## config.mk

```make
export PLATFORM = sky130hd
export DESIGN_NAME = commutation_request_conditioner
export DESIGN_NICKNAME = d
export VERILOG_FILES = /design/src/rtl/commutation_request_conditioner_pkg.sv /design/src/rtl/commutation_request_conditioner_sign_debounce.sv /design/src/rtl/commutation_request_conditioner.sv
export SDC_FILE = /design/constraint.sdc
export NUM_CORES = 1
export LEC_CHECK = 0
export BUFFER_PORTS_ARGS = -buffer_cell sky130_fd_sc_hd__buf_4
export CORE_UTILIZATION = 39
export DETAILED_ROUTE_END_ITERATION = 10
export HOLD_SLACK_MARGIN = 0.02
export PLACE_DENSITY_LB_ADDON = 0.05
export RECOVER_POWER = 50
export SLEW_MARGIN = 25
export SYNTH_ARGS = -nofsm -noshare
export SYNTH_HDL_FRONTEND = slang
export SYNTH_SLANG_ARGS = --single-unit
```

## constraint.sdc

```tcl
create_clock -name clk -period 3.3 [get_ports clk]
set_input_delay 0.165 -clock clk [delete_from_list [all_inputs] [get_ports clk]]
set_output_delay 0.165 -clock clk [all_outputs]
set_load 0.005 [all_outputs]
```

## src/rtl/commutation_request_conditioner_pkg.sv

```systemverilog
// Shared definitions for the commutation request conditioner and the commutation FSM it feeds:
// load codes, request-FSM state encoding and default parameter values.
package commutation_request_conditioner_pkg;

  // Input-phase load codes as seen on load_req and DesiredLoad
  localparam logic [1:0] NUL = 2'b00;
  localparam logic [1:0] LAA = 2'b01;
  localparam logic [1:0] LBB = 2'b10;
  localparam logic [1:0] LCC = 2'b11;

  // Default parameter values shared by every per-phase instance
  localparam int DEF_ADC_W       = 12;
  localparam int DEF_HYST        = 16;
  localparam int DEF_DEBOUNCE    = 4;
  localparam int DEF_MIN_DWELL   = 8;
  localparam int DEF_COMMUTE_CYC = 4;

  // Request FSM states
  typedef enum logic [1:0] {
    ST_IDLE    = 2'd0,
    ST_COMMUTE = 2'd1,
    ST_HOLD    = 2'd2
  } req_state_e;

  // True for any real load code, false for the "no request" code
  function automatic logic is_load(input logic [1:0] code);
    return (code == LAA) || (code == LBB) || (code == LCC);
  endfunction

endpackage

```

## src/rtl/commutation_request_conditioner_sign_debounce.sv

```systemverilog
// Hysteretic, debounced current-sign detector with a freeze input.
// A flip is qualified once the candidate sign has disagreed with the held sign for DEBOUNCE
// consecutive valid samples; it is applied on the first cycle that is not frozen.
module commutation_request_conditioner_sign_debounce
  import commutation_request_conditioner_pkg::*;
#(
  parameter int ADC_W    = DEF_ADC_W,
  parameter int HYST     = DEF_HYST,
  parameter int DEBOUNCE = DEF_DEBOUNCE
) (
  input  logic                    clk,
  input  logic                    rst,
  input  logic                    sample_valid,
  input  logic signed [ADC_W-1:0] i_sample,
  input  logic                    freeze,
  output logic                    CurrentSign,
  output logic                    sign_valid,
  output logic                    flip_qual
);

  localparam int DW = $clog2(DEBOUNCE + 1);
  localparam logic signed [ADC_W-1:0] HYST_POS = ADC_W'(HYST);
  localparam logic signed [ADC_W-1:0] HYST_NEG = -HYST_POS;

  logic [DW-1:0] deb_cnt;
  logic [DW-1:0] neg_cnt;
  logic          above;
  logic          below;
  logic          cand;
  logic          apply_flip;
  logic          neg_run_done;

  // Signed full-width comparisons against the hysteresis window
  assign above = i_sample > HYST_POS;
  assign below = i_sample < HYST_NEG;

  // Inside the window the candidate simply agrees with the held sign
  assign cand = above ? 1'b1 : (below ? 1'b0 : CurrentSign);

  assign flip_qual    = (deb_cnt == DW'(DEBOUNCE));
  assign apply_flip   = flip_qual && !freeze;
  assign neg_run_done = sample_valid && below && (neg_cnt == DW'(DEBOUNCE - 1));

  // Held sign and debounce counter; a qualified flip waits saturated while frozen
  always_ff @(posedge clk or posedge rst) begin
    if (rst) begin
      CurrentSign <= 1'b0;
      deb_cnt     <= '0;
    end else if (apply_flip) begin
      CurrentSign <= ~CurrentSign;
      deb_cnt     <= '0;
    end else if (sample_valid) begin
      if (cand == CurrentSign) begin
        deb_cnt <= '0;
      end else if (!flip_qual) begin
        deb_cnt <= deb_cnt + 1'b1;
      end
    end
  end

  // Run length of consecutive clearly-negative samples, used only to qualify the reset sign
  always_ff @(posedge clk or posedge rst) begin
    if (rst) begin
      neg_cnt <= '0;
    end else if (sample_valid) begin
      if (!below) begin
        neg_cnt <= '0;
      end else if (neg_cnt < DW'(DEBOUNCE)) begin
        neg_cnt <= neg_cnt + 1'b1;
      end
    end
  end

  // Sign becomes trustworthy after the first applied flip or a full negative run; sticky until reset
  always_ff @(posedge clk or posedge rst) begin
    if (rst) begin
      sign_valid <= 1'b0;
    end else if (apply_flip || neg_run_done) begin
      sign_valid <= 1'b1;
    end
  end

endmodule

```

## src/rtl/commutation_request_conditioner.sv

```systemverilog
// Per-output-phase conditioner in front of the safe-commutation FSM.
// Produces a debounced current sign and a dwell-qualified load request, guaranteeing that
// load and sign never change on the same edge and that the sign is frozen while a load change
// is in flight.
module commutation_request_conditioner
  import commutation_request_conditioner_pkg::*;
#(
  parameter int ADC_W       = DEF_ADC_W,
  parameter int HYST        = DEF_HYST,
  parameter int DEBOUNCE    = DEF_DEBOUNCE,
  parameter int MIN_DWELL   = DEF_MIN_DWELL,
  parameter int COMMUTE_CYC = DEF_COMMUTE_CYC
) (
  input  logic                    clk,
  input  logic                    rst,
  input  logic                    sample_valid,
  input  logic signed [ADC_W-1:0] i_sample,
  input  logic [1:0]              load_req,
  output logic [1:0]              DesiredLoad,
  output logic                    CurrentSign,
  output logic                    sign_valid,
  output logic                    busy,
  output logic                    req_dropped
);

  localparam int CW  = $clog2(COMMUTE_CYC + 1);
  localparam int DWW = $clog2(MIN_DWELL + 1);

  req_state_e     state_q;
  req_state_e     state_d;
  logic [1:0]     pending_q;
  logic [1:0]     pending_d;
  logic [1:0]     desired_d;
  logic           dropped_d;
  logic [CW-1:0]  commute_cnt_q;
  logic [CW-1:0]  commute_cnt_d;
  logic [DWW-1:0] dwell_cnt_q;
  logic [DWW-1:0] dwell_cnt_d;
  logic           launch;

  logic           flip_qual;
  logic           new_req;
  logic [1:0]     issue_code;
  logic           can_issue;

  // Sign is frozen for exactly the cycles the commutation FSM is switching
  assign busy = (state_q == ST_COMMUTE);

  commutation_request_conditioner_sign_debounce #(
    .ADC_W    (ADC_W),
    .HYST     (HYST),
    .DEBOUNCE (DEBOUNCE)
  ) u_sign (
    .clk          (clk),
    .rst          (rst),
    .sample_valid (sample_valid),
    .i_sample     (i_sample),
    .freeze       (busy),
    .CurrentSign  (CurrentSign),
    .sign_valid   (sign_valid),
    .flip_qual    (flip_qual)
  );

  // A live request bypasses the pending register so an idle channel answers in one cycle.
  // A qualified sign flip outside COMMUTE always takes the edge, pushing the load change back one cycle.
  assign new_req    = is_load(load_req) && (load_req != DesiredLoad);
  assign issue_code = new_req ? load_req : pending_q;
  assign can_issue  = is_load(issue_code) && !flip_qual;

  // Request FSM state, pending slot, counters and registered outputs
  always_ff @(posedge clk or posedge rst) begin
    if (rst) begin
      state_q       <= ST_IDLE;
      pending_q     <= NUL;
      DesiredLoad   <= NUL;
      req_dropped   <= 1'b0;
      commute_cnt_q <= '0;
      dwell_cnt_q   <= '0;
    end else begin
      state_q       <= state_d;
      pending_q     <= pending_d;
      DesiredLoad   <= desired_d;
      req_dropped   <= dropped_d;
      commute_cnt_q <= commute_cnt_d;
      dwell_cnt_q   <= dwell_cnt_d;
    end
  end

  // Next-state logic: capture requests, time the commutation and dwell, launch the next load
  always_comb begin
    state_d       = state_q;
    pending_d     = pending_q;
    desired_d     = DesiredLoad;
    dropped_d     = 1'b0;
    commute_cnt_d = commute_cnt_q;
    dwell_cnt_d   = dwell_cnt_q;
    launch        = 1'b0;

    if (new_req) begin
      pending_d = load_req;
      if (is_load(pending_q) && (pending_q != load_req)) begin
        dropped_d = 1'b1;
      end
    end

    case (state_q)
      ST_IDLE: begin
        if (sign_valid && can_issue) begin
          launch = 1'b1;
        end
      end
      ST_COMMUTE: begin
        if (commute_cnt_q == CW'(COMMUTE_CYC - 1)) begin
          state_d     = ST_HOLD;
          dwell_cnt_d = DWW'(MIN_DWELL);
        end else begin
          commute_cnt_d = commute_cnt_q + 1'b1;
        end
      end
      ST_HOLD: begin
        if (dwell_cnt_q != '0) begin
          dwell_cnt_d = dwell_cnt_q - 1'b1;
        end else if (can_issue) begin
          launch = 1'b1;
        end
      end
      default: begin
        state_d = ST_IDLE;
      end
    endcase

    if (launch) begin
      desired_d     = issue_code;
      pending_d     = NUL;
      state_d       = ST_COMMUTE;
      commute_cnt_d = '0;
    end
  end

endmodule
```

==> results of run 1 <==
[metal layers]
layer / part of all wire [%] / track usage (%) / vias to the layer above
li1: - / - / 614
met1: 45 / 18.69 / 578
met2: 50 / 30.16 / 28
met3: 4.0 / 3.467 / 4
met4: 0.93 / 4.070 / 0
met5: 0 / 0 / -
[state kept, by name, summed over array words and instances, names as in the netlist]
name and count:
u_sign.deb_cnt 3, DesiredLoad 2, pending_q 2, commute_cnt_q 3, state_q 2, dwell_cnt_q 4, u_sign.sign_valid 1, req_dropped 1
u_sign.CurrentSign 1, u_sign.neg_cnt 3
[cell usage in the layout, fill, tap and decap left out, types with 2 or more instances in the layout]
master    synthesis  layout
nand2_1          12      12
nor2b_1           2       2
buf_4             1      19
dfrtp_1          22      22
a31oi_1           2       2
ha_1             11      11
a311oi_1          2       2
o311ai_1          2       2
nor3_1            2       2
nand3_1           9       9
inv_1            13      13
o21ai_0           6       6
mux2_2            2       2
clkbuf_4          0       2
and3_1            2       2
clkbuf_8          0       3
nand2b_1          5       5
a21oi_1          14      14
o21ai_1           3       3
xor2_1            2       2
nor2_1           15      15
[where the power goes]
group | switching [mW] | total, mW | internal (mW) | leakage (nW)
combinational | 0.388 | 0.731 | 0.344 | 0.456
sequential | 0.145 | 0.537 | 0.392 | 0.279
clock | 0.0886 | 0.251 | 0.162 | 0.0357
[area by class of cell]
class / count / area, um2
clock buffers: 3 / 41.29
clock inverters: 1 / 30.03
fillers: 330 / 1748
inverters: 14 / 55.05
multi-input cells: 117 / 798.3
flip-flops and latches: 22 / 550.5
well taps: 46 / 57.56
repair buffers: 22 / 161.4
[synthesized netlist by cell type (2+ instances only)]
cell / count
o21ai_0: 6
clkbuf_1: 3
mux2_2: 2
nor2b_1: 2
nand2_1: 12
xor2_1: 2
inv_1: 13
nand3_1: 9
dfrtp_1: 22
ha_1: 11
nor3_1: 2
o21ai_1: 3
a21oi_1: 14
nor2_1: 15
a31oi_1: 2
and3_1: 2
a311oi_1: 2
o311ai_1: 2
nand2b_1: 5
[worst paths after layout]
kind | from | end | slack (ps) | cells past startpoint
setup reg to reg | state_q[0]$_DFFE_PP0P_ | DesiredLoad[0]$_DFFE_PP0P_ | 1350 | 7
setup / recovery | state_q[0]$_DFFE_PP0P_ | DesiredLoad[0]$_DFFE_PP0P_ | 1350 | 7
hold / removal | rst | req_dropped$_DFF_PP0_ | 80 | 2
hold reg to reg | dwell_cnt_q[3]$_DFFE_PP0P_ | dwell_cnt_q[3]$_DFFE_PP0P_ | 490 | 1
max in group asynchronous | rst | u_sign.deb_cnt[0]$_DFFE_PP0P_ | 2680 | 2
min in group clk | sample_valid | u_sign.neg_cnt[2]$_DFFE_PP0P_ | 170 | 2
[kinds of logic (layout without fill, tap and decap cells)]
kind of cell	after synthesis	after routing	share of synthesized area, %
AND/OR/NAND/NOR	53	53	17.91
AO/OA/AOI/OAI	48	48	24.52
flip-flops	22	22	38.26
buffers and inverters	20	40	6.261
adder cells (fa/ha/maj)	11	11	9.565
multiplexers	3	3	2.261
XOR/XNOR	2	2	1.218
==> impl_metrics.yaml, run 1 <==
cts:
  cts_root_buf: "clkbuf_8"
  postCtsHoldBufs: 0
  cts_resized: 0
  cts_buffer_depth: 2
  cts.sinks: 22
  cts_setup_buffers: 0
  htreeDepth: 1
  clk_pin_slew_ps: 80
  clock_latency_ps: 260
  cts_made_buffers: 3
  cts_tree: "done"
layout:
  diodes: 0
  drive_gt1_share_pct: 18.44
  syn2layout_area_growth_pct: 17.74
  nNetsFinal: 208
  fin_area_mm2: 0.001694
  utilization_pct: 49.22
  stdcell_count: 225
setup_path:
  crit_path_top_delay_cell: "dfrtp_1"
  crit_arrival_ps: 2110
  cp-start-kind: "register"
  path_delay_family: "compound AO/OA/AOI/OAI gates"
  cp.required_ps: 3460
  critPathMaxFanout: 8
  path_buf_inv: 1
  cp-end-kind: "register"
  critical_path_class: "reg2reg"
  worstPathCellList: "inv_1 > ha_1 > nand4bb_1 > a21oi_2 > o41a_1 > nor2_1 > a311oi_1"
  critical-path-max-stage-delay_ps: 420
logic_synthesis:
  ys_seq_area_share_pct: 38.26
  synth_top_area_cell: "dfrtp_1"
  synth_nets: 187
  synth_edf_count: 0
  synth_top_area_share_pct: 38.26
  synth.area.top_cells: "dfrtp_1 (38%), ha_1 (9.6%), a21oi_1 (4.9%), nor2_1 (3.9%), inv_1 (3.4%)"
  avgSynthCellArea_um2: 9.050
  yosysWarnings: 0
  synth-seq-cells: 22
  ys.flop_type: "dfrtp_1"
  synth_cell_types: 49
  netlist_area_mm2: 0.001439
  synthCells: 159
  async_flop_share_pct: 100.0
routing:
  drcViolationCount: 0
  antenna_left: 0
  totalWireLength_um: 2890
  routed_via_density: 5.440
  first_iter_violations: 49
  wl_per_cell_um: 12.84
  first_pass_iters: 4
  vias: 1224
floorplanning:
  die_w_um: 62.74
  row_count: 21
  die_y_um: 62.74
  initial_core_util_pct: 41.80
  coreArea_mm2: 0.003442
  num_io_pins: 23
  die_area_mm2: 0.003936
run:
  drv_cap: 0
power_and_ir_drop:
  p_leak_nw: 0.7704
  p_per_area_mw_per_mm2: 896.8
  worst_ir_drop_vdd_mv: 0.2706
  total_power_mw: 1.519
place:
  dpl_cell_area_mm2: 0.001627
  pre_cts_ws_ps: 1336
  dpl.hpwl_um: 2245
  dp.cells: 221
  io_buffers: 22
  gp_congestion: 0.8178
timing:
  drv_slew: 0
  skew_ps: 6.080
  hold_violations: 0
  post-route-period-util_pct: 59.01
  tightest_slew_ps: 864.5
  max-slew-margin-rel_pct: 42.31
  fin_tns_setup_ps: 0
  setup_violations: 0
  hold_slack_ps: 76.63
  setup_slack_ps: 1353
  timing.fmax_mhz: 513.5
  post-route-min-period_ps: 1947
  rsz0062_at_grt: "false"
min_path:
  min_path_type: "in2async"
grt:
  grt-ovfl-total: 0
  grt_first_pass_wirelength_um: 5126
  grtUsageTotal_pct: 16.25
  antenna_found_initial: 0
  grt_max_degree: 23
  first_global_vias: 1217
outcome:
  status: "complete, no violations"
No activity file was read; power rests on OpenSTA's default activity.
==> run 2: changes to the inputs <==
==> constraint.sdc (replaced) <==
create_clock -name clk -period 1.8 [get_ports clk]
set_input_delay 0.09 -clock clk [delete_from_list [all_inputs] [get_ports clk]]
set_output_delay 0.09 -clock clk [all_outputs]
set_load 0.005 [all_outputs]
==> run 2 against run 1 <==
Compared with the run above: clock skew is 3.5 ps lower; count of clock-buffer cells in the layout stayed put; highest routed layer unchanged; setup slack worse by 1200 ps; register-to-register slack worse by 1200 ps; final area is 3.2% higher; critical path depth is 1 higher; cell count is 4.0% higher; combinational power is 120% higher; worst hold slack better by 29 ps; power is 85% higher; sequential cell count stayed put; wire length is 1.8% higher.
==> impl_metrics.yaml, run 2 (synthesis gave the netlist of run 1 again) <==
power_and_ir_drop:
  seqPwrFrac_pct: 33.4
  p_leak_nw: 0.8041
  p_switching_mw: 1.156
  worst_ir_drop_vdd_mv: 0.6067
  p_int_mw: 1.650
  p_per_area_mw_per_mm2: 1605
  switching_share_pct: 41.21
  pwr-share-comb_pct: 56.2
  pwr-share-clk_pct: 10.5
setup_path:
  reg2reg_slack_ps: 110
  critPathMaxFanout: 8
  cp.required_ps: 1950
  critical_path_class: "reg2reg"
  reg2reg_depth: 8
  r2r_start: "state_q[0]$_DFFE_PP0P_"
  crit_arrival_ps: 1840
  cp-start-kind: "register"
  cp-end-kind: "register"
  timing.rr.end: "DesiredLoad[0]$_DFFE_PP0P_"
layout:
  fin_area_mm2: 0.001748
  largest_reg_flops: 4
  final_common_cell: "buf_4"
  utilization_pct: 50.78
  mostFrequentLayoutCells: "buf_4 (27), dfrtp_1 (21), a21oi_1 (14), nor2_1 (14), inv_1 (13)"
  largest_register: "dwell_cnt_q"
  nNetsFinal: 218
  drive_gt1_share_pct: 23.40
  diodes: 0
  syn2layout_area_growth_pct: 21.48
routing:
  first_pass_iters: 4
  first_iter_violations: 32
  totalWireLength_um: 2942
  wl_per_cell_um: 12.57
  routed_via_density: 5.299
  antenna_left: 0
  drcViolationCount: 0
  vias: 1240
cts:
  cts_buffer_depth: 2
  cts.sinks: 22
  clk_pin_slew_ps: 70
  cts_tree: "done"
  clock_latency_ps: 250
  cts_root_buf: "clkbuf_8"
  htreeDepth: 1
  cts_made_buffers: 3
timing:
  max-slew-margin-rel_pct: 61.62
  post-route-min-period_ps: 1686
  skew_ps: 2.545
  post-route-period-util_pct: 93.67
  hold_violations: 0
  fin_tns_setup_ps: 0
  tightest_slew_ps: 575.7
  setup_violations: 0
  timing.fmax_mhz: 593.1
  rsz0062_at_grt: "true"
  drv_slew: 0
grt:
  grt_max_degree: 23
  grt_first_pass_wirelength_um: 5299
  grtUsageTotal_pct: 16.91
  first_global_vias: 1237
  antenna_found_initial: 0
  grt-ovfl-total: 0
min_path:
  hold_start: "sample_valid"
  worstHoldEndpoint: "u_sign.neg_cnt[2]$_DFFE_PP0P_"
  min_path_type: "in2reg"
  hold_path_depth: 2
floorplanning:
  initial_core_util_pct: 41.80
  row_count: 21
  die_y_um: 62.74
  die_area_mm2: 0.003936
  coreArea_mm2: 0.003442
  num_io_pins: 23
  die_w_um: 62.74
place:
  dpl_cell_area_mm2: 0.001672
  io_buffers: 22
  dpl.hpwl_um: 2315
  gp_congestion: 0.7675
run:
  drv_cap: 0
outcome:
  status: "complete, no violations"
-- run 2: timing repair --
| action | 4_1_cts | 5_1_grt |
|---|---|---|
| endpoints found under the hold margin | 22 | 0 |
| buffers inserted | 0 | 3 |
| endpoints found under the setup margin | 0 | 7 |
| gates resized for setup | 0 | 3 |
| hold buffers | 1 | 0 |
-- run 2: cell type report --
cell class	instances	area (um2)
inverter	14	55.05
fill	336	1694
multi-input combinational	117	805.8
timing repair buffer	32	236.5
tap	46	57.56
sequential	22	551.8
clock buffer	3	41.29
-- run 2: through the flow --
| step | hold WS [ps] | cells | worst slack, ps | power [mW] |
|---|---|---|---|---|
| 6_report | 105.7 | 234 | 113.9 | 2.806 |
| 5_1_grt | 109.7 | 234 | -15.87 | 3.097 |
| 4_1_cts | 100.6 | 231 | 31.46 | 2.763 |
| 3_5_place_dp | 156.5 | 227 | 49.37 | 2.459 |
| 3_3_place_gp | 160.8 | 227 | 132.7 | 2.402 |
| 2_1_floorplan | 79.23 | 159 | 114.1 | 1.988 |
-- run 2: how the worst max path moves through the flow --
stage | from | slack [ps] | endpoint
floorplan | state_q[0]$_DFFE_PP0P_ | 110 | DesiredLoad[0]$_DFFE_PP0P_
global route | state_q[0]$_DFFE_PP0P_ | -20 | DesiredLoad[0]$_DFFE_PP0P_
CTS | state_q[0]$_DFFE_PP0P_ | 30 | DesiredLoad[0]$_DFFE_PP0P_
global placement | state_q[1]$_DFFE_PP0P_ | 130 | DesiredLoad[0]$_DFFE_PP0P_
finish | state_q[0]$_DFFE_PP0P_ | 110 | DesiredLoad[0]$_DFFE_PP0P_
detailed placement | state_q[0]$_DFFE_PP0P_ | 50 | DesiredLoad[0]$_DFFE_PP0P_
-- run 2: power by group through the flow --
| stage | clock (mW) | sequential, mW | combinational (mW) |
|---|---|---|---|
| floorplan | 0 | 0.877 | 1.11 |
| global placement | 0 | 0.939 | 1.46 |
| detailed placement | 0 | 0.945 | 1.51 |
| CTS | 0.309 | 0.935 | 1.52 |
| global route | 0.330 | 0.974 | 1.79 |
| finish | 0.294 | 0.936 | 1.58 |
-- run 2: worst max-delay path, stage by stage, from the launching register on --
cell and delay [ps]:
dfrtp_1 380, inv_1 100, ha_1 200, nand4bb_1 170
a21oi_2 170, o41a_1 150, buf_4 150, nor2_1 50
a311oi_1 220
-- run 2: per-layer routing --
metal / vias to the layer above / share of wire [%] / routed length (um) / global-route usage [%]
met5: - / 0 / 0 / 0
met2: 24 / 51 / 1506 / 31.93
met4: 0 / 0.68 / 20 / 4.360
met1: 584 / 45 / 1315 / 19.72
met3: 2 / 3.4 / 100 / 2.372
li1: 630 / - / - / -
==> run 3: changes to the inputs <==
--- a/config.mk
+++ b/config.mk
@@ -9,8 +9,9 @@
 export CORE_UTILIZATION = 39
 export DETAILED_ROUTE_END_ITERATION = 10
 export HOLD_SLACK_MARGIN = 0.02
-export PLACE_DENSITY_LB_ADDON = 0.05
+export PLACE_DENSITY_LB_ADDON = 0.15
 export RECOVER_POWER = 50
+export SETUP_SLACK_MARGIN = 0.1
 export SLEW_MARGIN = 25
 export SYNTH_ARGS = -nofsm -noshare
 export SYNTH_HDL_FRONTEND = slang
==> run 3 against run 2 <==
Compared with the run above: sequential share of layout area decreased by 1.6 points; die area unchanged; fmax is 1.9% lower; highest routed layer unchanged; core utilization up 2.7 points; critical endpoint unchanged; clock power increased by 18%; final area increased by 5.3%; combinational power rose by 13%; worst hold slack got worse by 4.7 ps; via count rose by 1.6%; cell count grew 3.0%; register-to-register slack got worse by 30 ps; first-iteration DRC count is 34% higher.
==> impl_metrics.yaml, run 3 (synthesis gave the netlist of run 1 again) <==
layout:
  largest_reg_flops: 4
  stdcell_count: 241
  utilization_pct: 53.47
  drive_gt1_share_pct: 29.23
  diodes: 0
  fin_area_mm2: 0.001841
  fill_cells: 294
  mostFrequentLayoutCells: "buf_4 (30), dfrtp_1 (21), a21oi_1 (14)"
  syn2layout_area_growth_pct: 27.91
  multi_input_area_um2: 832.0
  seq_area_um2: 551.8
  largest_register: "dwell_cnt_q"
  nNetsFinal: 224
  final_common_cell: "buf_4"
cts:
  htreeDepth: 1
  cts_made_buffers: 3
  clock_latency_ps: 260
  cts_root_buf: "clkbuf_8"
  clk_pin_slew_ps: 80
  cts_buffer_depth: 2
  cts.sinks: 22
  cts_tree: "done"
floorplanning:
  die_y_um: 62.74
  coreArea_mm2: 0.003442
  die_area_mm2: 0.003936
  initial_core_util_pct: 41.80
  num_io_pins: 23
  row_count: 21
  die_w_um: 62.74
timing:
  tightest_slew_ps: 553.6
  setup_violations: 0
  skew_ps: 2.486
  timing.fmax_mhz: 581.8
  drv_slew: 0
  hold_violations: 0
  fin_tns_setup_ps: 0
  rsz0062_at_grt: "true"
  post-route-period-util_pct: 95.49
  post-route-min-period_ps: 1719
  max-slew-margin-rel_pct: 63.09
routing:
  antenna_left: 0
  drcViolationCount: 0
  first_iter_violations: 43
  wl_per_cell_um: 12.51
  totalWireLength_um: 3015
  routed_via_density: 5.228
  first_pass_iters: 3
  vias: 1260
min_path:
  min_path_type: "in2reg"
place:
  gp_congestion: 0.8418
  dpl_cell_area_mm2: 0.001664
  dpl.hpwl_um: 2243
  io_buffers: 22
  dp.cells: 226
power_and_ir_drop:
  p_per_area_mw_per_mm2: 1670
  worst_ir_drop_vdd_mv: 0.6039
  p_leak_nw: 0.8427
setup_path:
  cp.required_ps: 1970
  cp-end-kind: "register"
  critPathMaxFanout: 5
  critical_path_class: "reg2reg"
  cp-start-kind: "register"
  crit_arrival_ps: 1890
grt:
  grtUsageTotal_pct: 16.31
  antenna_found_initial: 0
  grt-ovfl-total: 0
  grt_max_degree: 23
  first_global_vias: 1215
  grt_first_pass_wirelength_um: 5078
run:
  drv_cap: 0
outcome:
  status: "complete, no violations"
-- run 3: cell count changes in the layout (fill, tap and decap cells not counted), moves of 2 or more --
cell	before	now
buf_4	27	30
inv_1	13	10
buf_6	0	2
inv_2	0	3
-- run 3: stage by stage --
step                      setup slack [ps]  hold WS, ps  power (mW)
final                                81.21        101.1       3.073
after global routing                -30.35        119.5       3.346
after CTS                            91.49        89.82       2.853
after detailed placement             66.03        154.1       2.418
after global placement               116.0        150.7       2.370
after floorplan                      114.1        79.23       1.988
-- run 3: area by class of cell --
type	count	area share [%]
clock buffers	4	2.991
inverters	14	2.991
multi-input cells	117	45.21
flip-flops and latches	22	29.98
well taps	46	3.127
repair buffers	38	15.70
-- run 3: final timing paths --
kind                                               start                             to  slack [ps]  cells past startpoint
max reg2reg                u_sign.deb_cnt[0]$_DFFE_PP0P_     DesiredLoad[0]$_DFFE_PP0P_          80                      8
min                                         sample_valid  u_sign.neg_cnt[2]$_DFFE_PP0P_         100                      2
min reg2reg                   dwell_cnt_q[3]$_DFFE_PP0P_     dwell_cnt_q[3]$_DFFE_PP0P_         500                      1
min in group asynchronous                            rst   commute_cnt_q[1]$_DFFE_PP0P_         510                      4
max in group asynchronous                            rst         state_q[1]$_DFFE_PP0P_         890                      4
max                        u_sign.deb_cnt[0]$_DFFE_PP0P_     DesiredLoad[0]$_DFFE_PP0P_          80                      8
-- run 3: metal layers --
metal  part of all wire (%)  track usage (%)  up-vias
met2                     53            30.30       22
met4                   0.63            7.267        0
met1                     44            18.19      593
met5                      0                0        -
met3                    3.0            2.372        2
li1                       -                -      643
-- run 3: what timing repair did --
| action | CTS | global route |
|---|---|---|
| gates resized for setup | 1 | 12 |
| setup buffers | 2 | 9 |
| hold buffers | 1 | 0 |
| endpoints found under the setup margin | 5 | 9 |
| pin swaps | 0 | 7 |
| endpoints found under the hold margin | 22 | 0 |
-- run 3: critical path: stages (launching register included) --
cell	delay [ps]
dfrtp_1	380
inv_1	70
ha_1	220
and2_1	190
a21oi_2	170
o41a_1	220
buf_6	130
nor2_4	30
a311oi_2	220
-- run 3: where the power goes --
group / internal (mW) / switching, mW / total (mW)
combinational: 0.901 / 0.885 / 1.79
clock: 0.195 / 0.153 / 0.348
sequential: 0.721 / 0.218 / 0.939
total: 1.82 / 1.26 / 3.07
